===== src/rtl/coreaxitoahbl_wstrb_split_ctrl_if.sv =====
// Beat-in / transfer-out handshake bundle for the WSTRB splitter.
// The splitter uses the master modport; the W buffer and AHB master FSM use the slave side.
interface coreaxitoahbl_wstrb_split_ctrl_if #(
    parameter int unsigned ADDR_WIDTH = 32
);
    logic                  BEAT_VALID;
    logic                  BEAT_READY;
    logic [ADDR_WIDTH-1:0] BEAT_ADDR;
    logic [7:0]            BEAT_WSTRB;
    logic                  BEAT_LAST;
    logic                  XFER_VALID;
    logic                  XFER_READY;
    logic [ADDR_WIDTH-1:0] XFER_ADDR;
    logic [1:0]            XFER_SIZE;
    logic [7:0]            XFER_LANES;
    logic                  XFER_LAST;
    logic [11:0]           BYTE_CNT;
    logic                  BURST_DONE;
    logic                  STRB_ERR;

    modport master (
        input  BEAT_VALID, BEAT_ADDR, BEAT_WSTRB, BEAT_LAST, XFER_READY,
        output BEAT_READY, XFER_VALID, XFER_ADDR, XFER_SIZE, XFER_LANES,
               XFER_LAST, BYTE_CNT, BURST_DONE, STRB_ERR
    );

    modport slave (
        output BEAT_VALID, BEAT_ADDR, BEAT_WSTRB, BEAT_LAST, XFER_READY,
        input  BEAT_READY, XFER_VALID, XFER_ADDR, XFER_SIZE, XFER_LANES,
               XFER_LAST, BYTE_CNT, BURST_DONE, STRB_ERR
    );
endinterface


===== src/rtl/coreaxitoahbl_wstrb_split_ctrl.sv =====
// Splits one strobed 64-bit AXI write beat into naturally aligned AHB-Lite
// transfers, tracks the burst byte count and flags non-contiguous strobes.
module coreaxitoahbl_wstrb_split_ctrl #(
    parameter int unsigned ADDR_WIDTH = 32
) (
    input  logic ACLK,
    input  logic ARESET,
    coreaxitoahbl_wstrb_split_ctrl_if.master bus
);
    localparam int unsigned HI_WIDTH  = ADDR_WIDTH - 3;
    localparam int unsigned CNT_WIDTH = 12;

    typedef enum logic {IDLE, SPLIT} state_t;

    function automatic logic [2:0] lowestSet(input logic [7:0] strb);
        logic [2:0] off;
        logic       found;
        off   = 3'd0;
        found = 1'b0;
        for (int i = 0; i < 8; i++) begin
            if (!found && strb[i]) begin
                off   = 3'(i);
                found = 1'b1;
            end
        end
        return off;
    endfunction

    // Zero means empty or non-contiguous strobe.
    function automatic logic [3:0] runLength(input logic [7:0] strb, input logic [2:0] off);
        logic [7:0] shifted;
        logic [3:0] cnt;
        shifted = strb >> off;
        cnt     = 4'd0;
        for (int i = 0; i < 8; i++) begin
            cnt = cnt + 4'(shifted[i]);
        end
        if (strb == 8'd0 || (shifted & (shifted + 8'd1)) != 8'd0) begin
            cnt = 4'd0;
        end
        return cnt;
    endfunction

    // Largest naturally aligned piece that fits in the remaining run.
    function automatic logic [1:0] pieceSize(input logic [2:0] off, input logic [3:0] rem);
        if (off == 3'd0 && rem >= 4'd8) begin
            return 2'd3;
        end else if (off[1:0] == 2'd0 && rem >= 4'd4) begin
            return 2'd2;
        end else if (off[0] == 1'b0 && rem >= 4'd2) begin
            return 2'd1;
        end
        return 2'd0;
    endfunction

    function automatic logic [3:0] sizeBytes(input logic [1:0] sz);
        return 4'(4'd1 << sz);
    endfunction

    function automatic logic [7:0] laneMask(input logic [1:0] sz, input logic [2:0] off);
        logic [7:0] base;
        case (sz)
            2'd0:    base = 8'h01;
            2'd1:    base = 8'h03;
            2'd2:    base = 8'h0F;
            default: base = 8'hFF;
        endcase
        return 8'(base << off);
    endfunction

    state_t                  stateQ;
    logic [HI_WIDTH-1:0]     addrHiQ;
    logic                    lastQ;
    logic [2:0]              offQ;
    logic [3:0]              remQ;
    logic [CNT_WIDTH-1:0]    byteCntQ;
    logic                    cntClrQ;
    logic                    readyQ;
    logic                    xferValidQ;
    logic [ADDR_WIDTH-1:0]   xferAddrQ;
    logic [1:0]              xferSizeQ;
    logic [7:0]              xferLanesQ;
    logic                    xferLastQ;
    logic                    burstDoneQ;
    logic                    strbErrQ;

    logic                    accept;
    logic [2:0]              beatOff;
    logic [3:0]              beatLen;
    logic [1:0]              accSize;
    logic [1:0]              curSize;
    logic [3:0]              curBytes;
    logic [2:0]              nxtOff;
    logic [3:0]              nxtRem;
    logic [1:0]              nxtSize;
    logic                    unusedAddrBits;

    assign accept         = bus.BEAT_VALID && bus.BEAT_READY;
    assign beatOff        = lowestSet(bus.BEAT_WSTRB);
    assign beatLen        = runLength(bus.BEAT_WSTRB, beatOff);
    assign accSize        = pieceSize(beatOff, beatLen);
    assign curSize        = pieceSize(offQ, remQ);
    assign curBytes       = sizeBytes(curSize);
    assign nxtOff         = offQ + curBytes[2:0];
    assign nxtRem         = remQ - curBytes;
    assign nxtSize        = pieceSize(nxtOff, nxtRem);
    assign unusedAddrBits = ^bus.BEAT_ADDR[2:0];

    always_ff @(posedge ACLK) begin
        if (ARESET) begin
            stateQ     <= IDLE;
            addrHiQ    <= '0;
            lastQ      <= 1'b0;
            offQ       <= 3'd0;
            remQ       <= 4'd0;
            byteCntQ   <= '0;
            cntClrQ    <= 1'b1;
            readyQ     <= 1'b1;
            xferValidQ <= 1'b0;
            xferAddrQ  <= '0;
            xferSizeQ  <= 2'd0;
            xferLanesQ <= 8'd0;
            xferLastQ  <= 1'b0;
            burstDoneQ <= 1'b0;
            strbErrQ   <= 1'b0;
        end else begin
            burstDoneQ <= 1'b0;
            strbErrQ   <= 1'b0;
            case (stateQ)
                IDLE: begin
                    if (accept) begin
                        if (cntClrQ) begin
                            byteCntQ <= '0;
                            cntClrQ  <= 1'b0;
                        end
                        addrHiQ <= bus.BEAT_ADDR[ADDR_WIDTH-1:3];
                        lastQ   <= bus.BEAT_LAST;
                        if (beatLen == 4'd0) begin
                            strbErrQ <= |bus.BEAT_WSTRB;
                            if (bus.BEAT_LAST) begin
                                burstDoneQ <= 1'b1;
                                cntClrQ    <= 1'b1;
                            end
                        end else begin
                            stateQ     <= SPLIT;
                            readyQ     <= 1'b0;
                            offQ       <= beatOff;
                            remQ       <= beatLen;
                            xferValidQ <= 1'b1;
                            xferAddrQ  <= {bus.BEAT_ADDR[ADDR_WIDTH-1:3], beatOff};
                            xferSizeQ  <= accSize;
                            xferLanesQ <= laneMask(accSize, beatOff);
                            xferLastQ  <= bus.BEAT_LAST && (beatLen == sizeBytes(accSize));
                        end
                    end
                end
                SPLIT: begin
                    if (xferValidQ && bus.XFER_READY) begin
                        byteCntQ <= byteCntQ + CNT_WIDTH'(curBytes);
                        if (nxtRem == 4'd0) begin
                            stateQ     <= IDLE;
                            readyQ     <= 1'b1;
                            xferValidQ <= 1'b0;
                            burstDoneQ <= lastQ;
                            if (lastQ) begin
                                cntClrQ <= 1'b1;
                            end
                        end else begin
                            offQ       <= nxtOff;
                            remQ       <= nxtRem;
                            xferAddrQ  <= {addrHiQ, nxtOff};
                            xferSizeQ  <= nxtSize;
                            xferLanesQ <= laneMask(nxtSize, nxtOff);
                            xferLastQ  <= lastQ && (nxtRem == sizeBytes(nxtSize));
                        end
                    end
                end
                default: stateQ <= IDLE;
            endcase
        end
    end

    // Ready is held low while reset is applied, independent of the registered idle flag.
    assign bus.BEAT_READY = readyQ && !ARESET;
    assign bus.XFER_VALID = xferValidQ;
    assign bus.XFER_ADDR  = xferAddrQ;
    assign bus.XFER_SIZE  = xferSizeQ;
    assign bus.XFER_LANES = xferLanesQ;
    assign bus.XFER_LAST  = xferLastQ;
    assign bus.BYTE_CNT   = byteCntQ;
    assign bus.BURST_DONE = burstDoneQ;
    assign bus.STRB_ERR   = strbErrQ;
endmodule

===== src/flat_wrapper.sv =====
// flat-port wrapper written by rule: the top's interface ports become plain ports
module coreaxitoahbl_wstrb_split_ctrl_flat 
#(
    parameter int unsigned ADDR_WIDTH = 32
)
  (ACLK, ARESET, bus_BEAT_VALID, bus_BEAT_ADDR, bus_BEAT_WSTRB, bus_BEAT_LAST, bus_XFER_READY, bus_BEAT_READY, bus_XFER_VALID, bus_XFER_ADDR, bus_XFER_SIZE, bus_XFER_LANES, bus_XFER_LAST, bus_BYTE_CNT, bus_BURST_DONE, bus_STRB_ERR);
  coreaxitoahbl_wstrb_split_ctrl_if #(.ADDR_WIDTH(ADDR_WIDTH)) bus_i ();
  input  logic ACLK;
  input  logic ARESET;
  input wire logic [$bits(bus_i.BEAT_VALID)-1:0] bus_BEAT_VALID;
  input wire logic [$bits(bus_i.BEAT_ADDR)-1:0] bus_BEAT_ADDR;
  input wire logic [$bits(bus_i.BEAT_WSTRB)-1:0] bus_BEAT_WSTRB;
  input wire logic [$bits(bus_i.BEAT_LAST)-1:0] bus_BEAT_LAST;
  input wire logic [$bits(bus_i.XFER_READY)-1:0] bus_XFER_READY;
  output wire logic [$bits(bus_i.BEAT_READY)-1:0] bus_BEAT_READY;
  output wire logic [$bits(bus_i.XFER_VALID)-1:0] bus_XFER_VALID;
  output wire logic [$bits(bus_i.XFER_ADDR)-1:0] bus_XFER_ADDR;
  output wire logic [$bits(bus_i.XFER_SIZE)-1:0] bus_XFER_SIZE;
  output wire logic [$bits(bus_i.XFER_LANES)-1:0] bus_XFER_LANES;
  output wire logic [$bits(bus_i.XFER_LAST)-1:0] bus_XFER_LAST;
  output wire logic [$bits(bus_i.BYTE_CNT)-1:0] bus_BYTE_CNT;
  output wire logic [$bits(bus_i.BURST_DONE)-1:0] bus_BURST_DONE;
  output wire logic [$bits(bus_i.STRB_ERR)-1:0] bus_STRB_ERR;
  assign bus_i.BEAT_VALID = bus_BEAT_VALID;
  assign bus_i.BEAT_ADDR = bus_BEAT_ADDR;
  assign bus_i.BEAT_WSTRB = bus_BEAT_WSTRB;
  assign bus_i.BEAT_LAST = bus_BEAT_LAST;
  assign bus_i.XFER_READY = bus_XFER_READY;
  assign bus_BEAT_READY = bus_i.BEAT_READY;
  assign bus_XFER_VALID = bus_i.XFER_VALID;
  assign bus_XFER_ADDR = bus_i.XFER_ADDR;
  assign bus_XFER_SIZE = bus_i.XFER_SIZE;
  assign bus_XFER_LANES = bus_i.XFER_LANES;
  assign bus_XFER_LAST = bus_i.XFER_LAST;
  assign bus_BYTE_CNT = bus_i.BYTE_CNT;
  assign bus_BURST_DONE = bus_i.BURST_DONE;
  assign bus_STRB_ERR = bus_i.STRB_ERR;
  coreaxitoahbl_wstrb_split_ctrl #(.ADDR_WIDTH(ADDR_WIDTH)) u_core (.ACLK(ACLK), .ARESET(ARESET), .bus(bus_i));
endmodule

===== config.mk =====
export PLATFORM = sky130hd
export DESIGN_NAME = coreaxitoahbl_wstrb_split_ctrl_flat
export DESIGN_NICKNAME = d
export VERILOG_FILES = /design/src/rtl/coreaxitoahbl_wstrb_split_ctrl_if.sv /design/src/rtl/coreaxitoahbl_wstrb_split_ctrl.sv /design/src/flat_wrapper.sv
export SDC_FILE = /design/constraint.sdc
export NUM_CORES = 1
export LEC_CHECK = 0
export CORE_ASPECT_RATIO = 1.1
export CORE_MARGIN = 2
export CORE_UTILIZATION = 30
export CTS_CLUSTER_DIAMETER = 60
export DETAILED_ROUTE_END_ITERATION = 7
export PLACE_DENSITY = 0.49
export SYNTH_ARGS = -nofsm -noshare
export SYNTH_HDL_FRONTEND = slang
export SYNTH_SLANG_ARGS = --single-unit

===== constraint.sdc =====
create_clock -name ACLK -period 18.8 [get_ports ACLK]
set_clock_uncertainty 0.15 [all_clocks]
set_input_delay 3.76 -clock ACLK [delete_from_list [all_inputs] [get_ports ACLK]]
set_output_delay 3.76 -clock ACLK [all_outputs]
set_load 0.005 [all_outputs]

==> reports/metrics.cfg <==
[outcome]
status = finished, final reports clean

[pwr]
ir_drop_uv = 44.41
p_sw_share_pct = 32.65
power_frac_seq_pct = 37.8
power.switching_uw = 191.1
pwr-share-comb_pct = 29.4
clock_power_share_pct = 32.8
p_int_uw = 394.2
power_density_nw_per_um2 = 85.32
leakagePower_uw = 0.002375

[min_path]
min_path_cells = 2
hold_start = u_core.addrHiQ[10]
hold_path_end = u_core.addrHiQ[10]
hold_path.class = reg2reg

[placement]
portBuffers = 100
pre_cts_ws_ps = 7776
gp_congestion = 0.8285
place_hpwl_mm = 11.38
place_area_um2 = 6549
dp.cells = 961

[synth]
synth_fp_nets = 732
synth_cell_type_count = 62
synth_edf_count = 0
syn_avg_cell_area_um2 = 8.137
netlist.top_cell.by_area = dfxtp_1
ys_top_cells_by_area = dfxtp_1 (35%), mux2i_1 (6.4%), nand2_1 (5.7%)
yosysMostFrequentCell = dfxtp_1
ys_ff_latch = 95
syn_area_um2 = 5435
syn_inst = 668
yosysWarningCount = 0
async_flop_share_pct = 0
synth-main-ff-cell = dfxtp_1
synth.cells.most_frequent = dfxtp_1 (95), nand2_1 (82), a21oi_1 (61)
seq_area_frac_synth_pct = 34.99
yosys.area.top_type_share_pct = 34.99

[cells_and_area]
diodes = 0
finalNonFillerCells = 977
drive_gt1_share_pct = 5.548
finalNetCount = 798
area_growth_pct = 26.22
final_area_um2 = 6860

[worst_setup_path]
cp_max_fo = 26
cp_num_buf_inv = 5
cp_top_family = simple AND/OR/NAND/NOR gates
rr_endpoint = u_core.bus.XFER_ADDR[6]
reg2reg_slack_ps = 14320
crit_path_start_kind = primary input
cp-end-kind = flop
r2r_start = u_core.remQ[3]
critPathMaxStageDelay_ps = 740
worstPathCellList = clkdlybuf4s50_1, or4_4, a21oi_2, o221ai_2, o31ai_4, ha_1, inv_1, fa_1, fa_1, inv_1, fa_1, inv_1, fa_1, xor2_1, and2_1, nand2_1, or2_2, nand4_2, nand2_1, buf_4, a211oi_1
reg2reg_depth = 13
critPathSlowestCell = clkdlybuf4s50_1
worstSetupPathType = in2reg
arrival_ps = 10770
worstPathRequired_ps = 18910
cpMostUsedCell = fa_1

[routing]
wl_mm = 16.31
antenna_left = 0
dr.pass1.iters = 5
dr.first_iter.drc_count = 262
drc = 0
vias = 5133
drt-vias-per-instance = 5.254
post_drt_wl_per_cell_um = 16.69

[timing]
post-route-min-period_ps = 10670
period_share_pct = 56.74
setup-violations-final = 0
max_slew_margin_pct = 18.04
finalHoldViolCount = 0
fin_tns_setup_ps = 0
whs_ps = 303.9
tightestPinTransition_ps = 1227
maxSlewViolCount = 0
fmax_mhz = 93.75
rsz0062_at_grt = no
worst_slack_ps = 8133

[floorplan]
num_rows = 51
die_x_um = 132.3
core_area_um2 = 17740
start_util_pct = 30.64
chipHeight_um = 145.2
dieArea_um2 = 19210
ioPinCount = 104

[global_routing]
antenna_found_initial = 0
grt_pass1_wl_mm = 26.33
grt_max_degree = 89
grt_usage_pct = 16.79
grt_pass1_vias = 5083
overflow = 0

[cts]
cts.sinks = 95
post-cts-setup-buffers = 0
cts_tree = built
cts_hold_buf = 0
numCtsBuffers = 9
cts_root_buffer = clkbuf_16
htreeDepth = 3
clk_latency_ps = 350
cts.path.max_buffers = 2
clk_pin_slew_ps = 70
ctsResizeCount = 0

[run]
maxCapViolations = 0

==> worst max-delay path by stage <==
stage | to | cells after the start | slack (ps) | startpoint
floorplan | u_core.bus.XFER_ADDR[10] | 22 | 9970 | bus_BEAT_WSTRB[2]
global placement | u_core.bus.XFER_LANES[3] | 21 | 7970 | bus_BEAT_WSTRB[2]
detailed placement | u_core.bus.XFER_ADDR[28] | 21 | 7780 | bus_BEAT_WSTRB[2]
CTS | u_core.bus.XFER_ADDR[28] | 21 | 8130 | bus_BEAT_WSTRB[2]
global route | u_core.bus.XFER_ADDR[28] | 21 | 7640 | bus_BEAT_WSTRB[2]
finish | u_core.bus.XFER_ADDR[6] | 21 | 8130 | bus_BEAT_WSTRB[2]
==> area by class of cell <==
class	count	area, um^2
clock buffers	10	239.0
flip-flops and latches	95	1903
clock inverters	6	72.57
multi-input cells	498	3213
well taps	238	297.8
repair buffers	107	1049
fillers	1872	10880
inverters	23	86.33
==> worst reg2reg max path, delay by kind of cell (launching register included) <==
family | cells | cell delay [ps]
DFF | 1 | 470
buffers and inverters | 1 | 450
adders and majority gates | 1 | 280
AOI/OAI and AO/OA | 3 | 610
muxes | 1 | 120
and+or+nand+nor | 7 | 2310
==> metal layers <==
metal  wire (um)  vias up  global-route usage (%)
met2        7983      141                   29.25
met5           0        -                       0
met4         216        0                   5.000
li1            -     2556                       -
met1        7238     2420                   20.73
met3         871       16                   3.459
==> logic make-up after synthesis <==
group           synth area share [%]
flops                          34.99
buf+inv                        6.031
fa+ha+maj                      5.341
mux                            6.446
simple gates                   22.65
xor+xnor                       1.934
compound gates                 22.61
==> cells in the final DEF, fill, tap and decap left out, types with 8 or more instances in the layout <==
cell	n
clkdlybuf4s50_1	99
dfxtp_1	94
nand2_1	82
a21oi_1	61
nor3_1	54
nor2_1	40
a211oi_1	36
mux2i_1	35
inv_1	23
o21ai_0	16
nand3_1	14
nand2b_1	12
ha_1	12
a311oi_1	10
xor2_1	9
clkbuf_16	9
nor2b_1	8
==> per-stage QoR <==
step                      power, uW  utilization, %
after floorplan               341.8               -
after global placement        393.9           36.92
after detailed placement      397.6           36.92
after CTS                     590.3           38.67
after global routing          617.0           38.67
final                         585.4           38.67
==> power groups by stage <==
stage / clock network [uW] / logic [uW] / registers, uW
global placement: 0 / 168 / 226
detailed placement: 0 / 172 / 226
CTS: 197 / 172 / 221
floorplan: 0 / 117 / 225
global route: 205 / 189 / 223
finish: 192 / 172 / 221
==> registers in the layout (all words and copies together) (netlist names) <==
| signal | flops |
|---|---|
| u_core.bus.XFER_LANES | 8 |
| u_core.addrHiQ | 29 |
| u_core.bus.XFER_SIZE | 2 |
| u_core.bus.XFER_ADDR | 32 |
| u_core.readyQ | 1 |
| u_core.lastQ | 1 |
| u_core.stateQ | 1 |
| u_core.bus.BURST_DONE | 1 |
| u_core.bus.XFER_VALID | 1 |
| u_core.bus.XFER_LAST | 1 |
| u_core.cntClrQ | 1 |
| u_core.bus.BYTE_CNT | 12 |
| u_core.remQ | 4 |
| u_core.bus.STRB_ERR | 1 |
No activity file was read; power rests on OpenSTA's default activity.
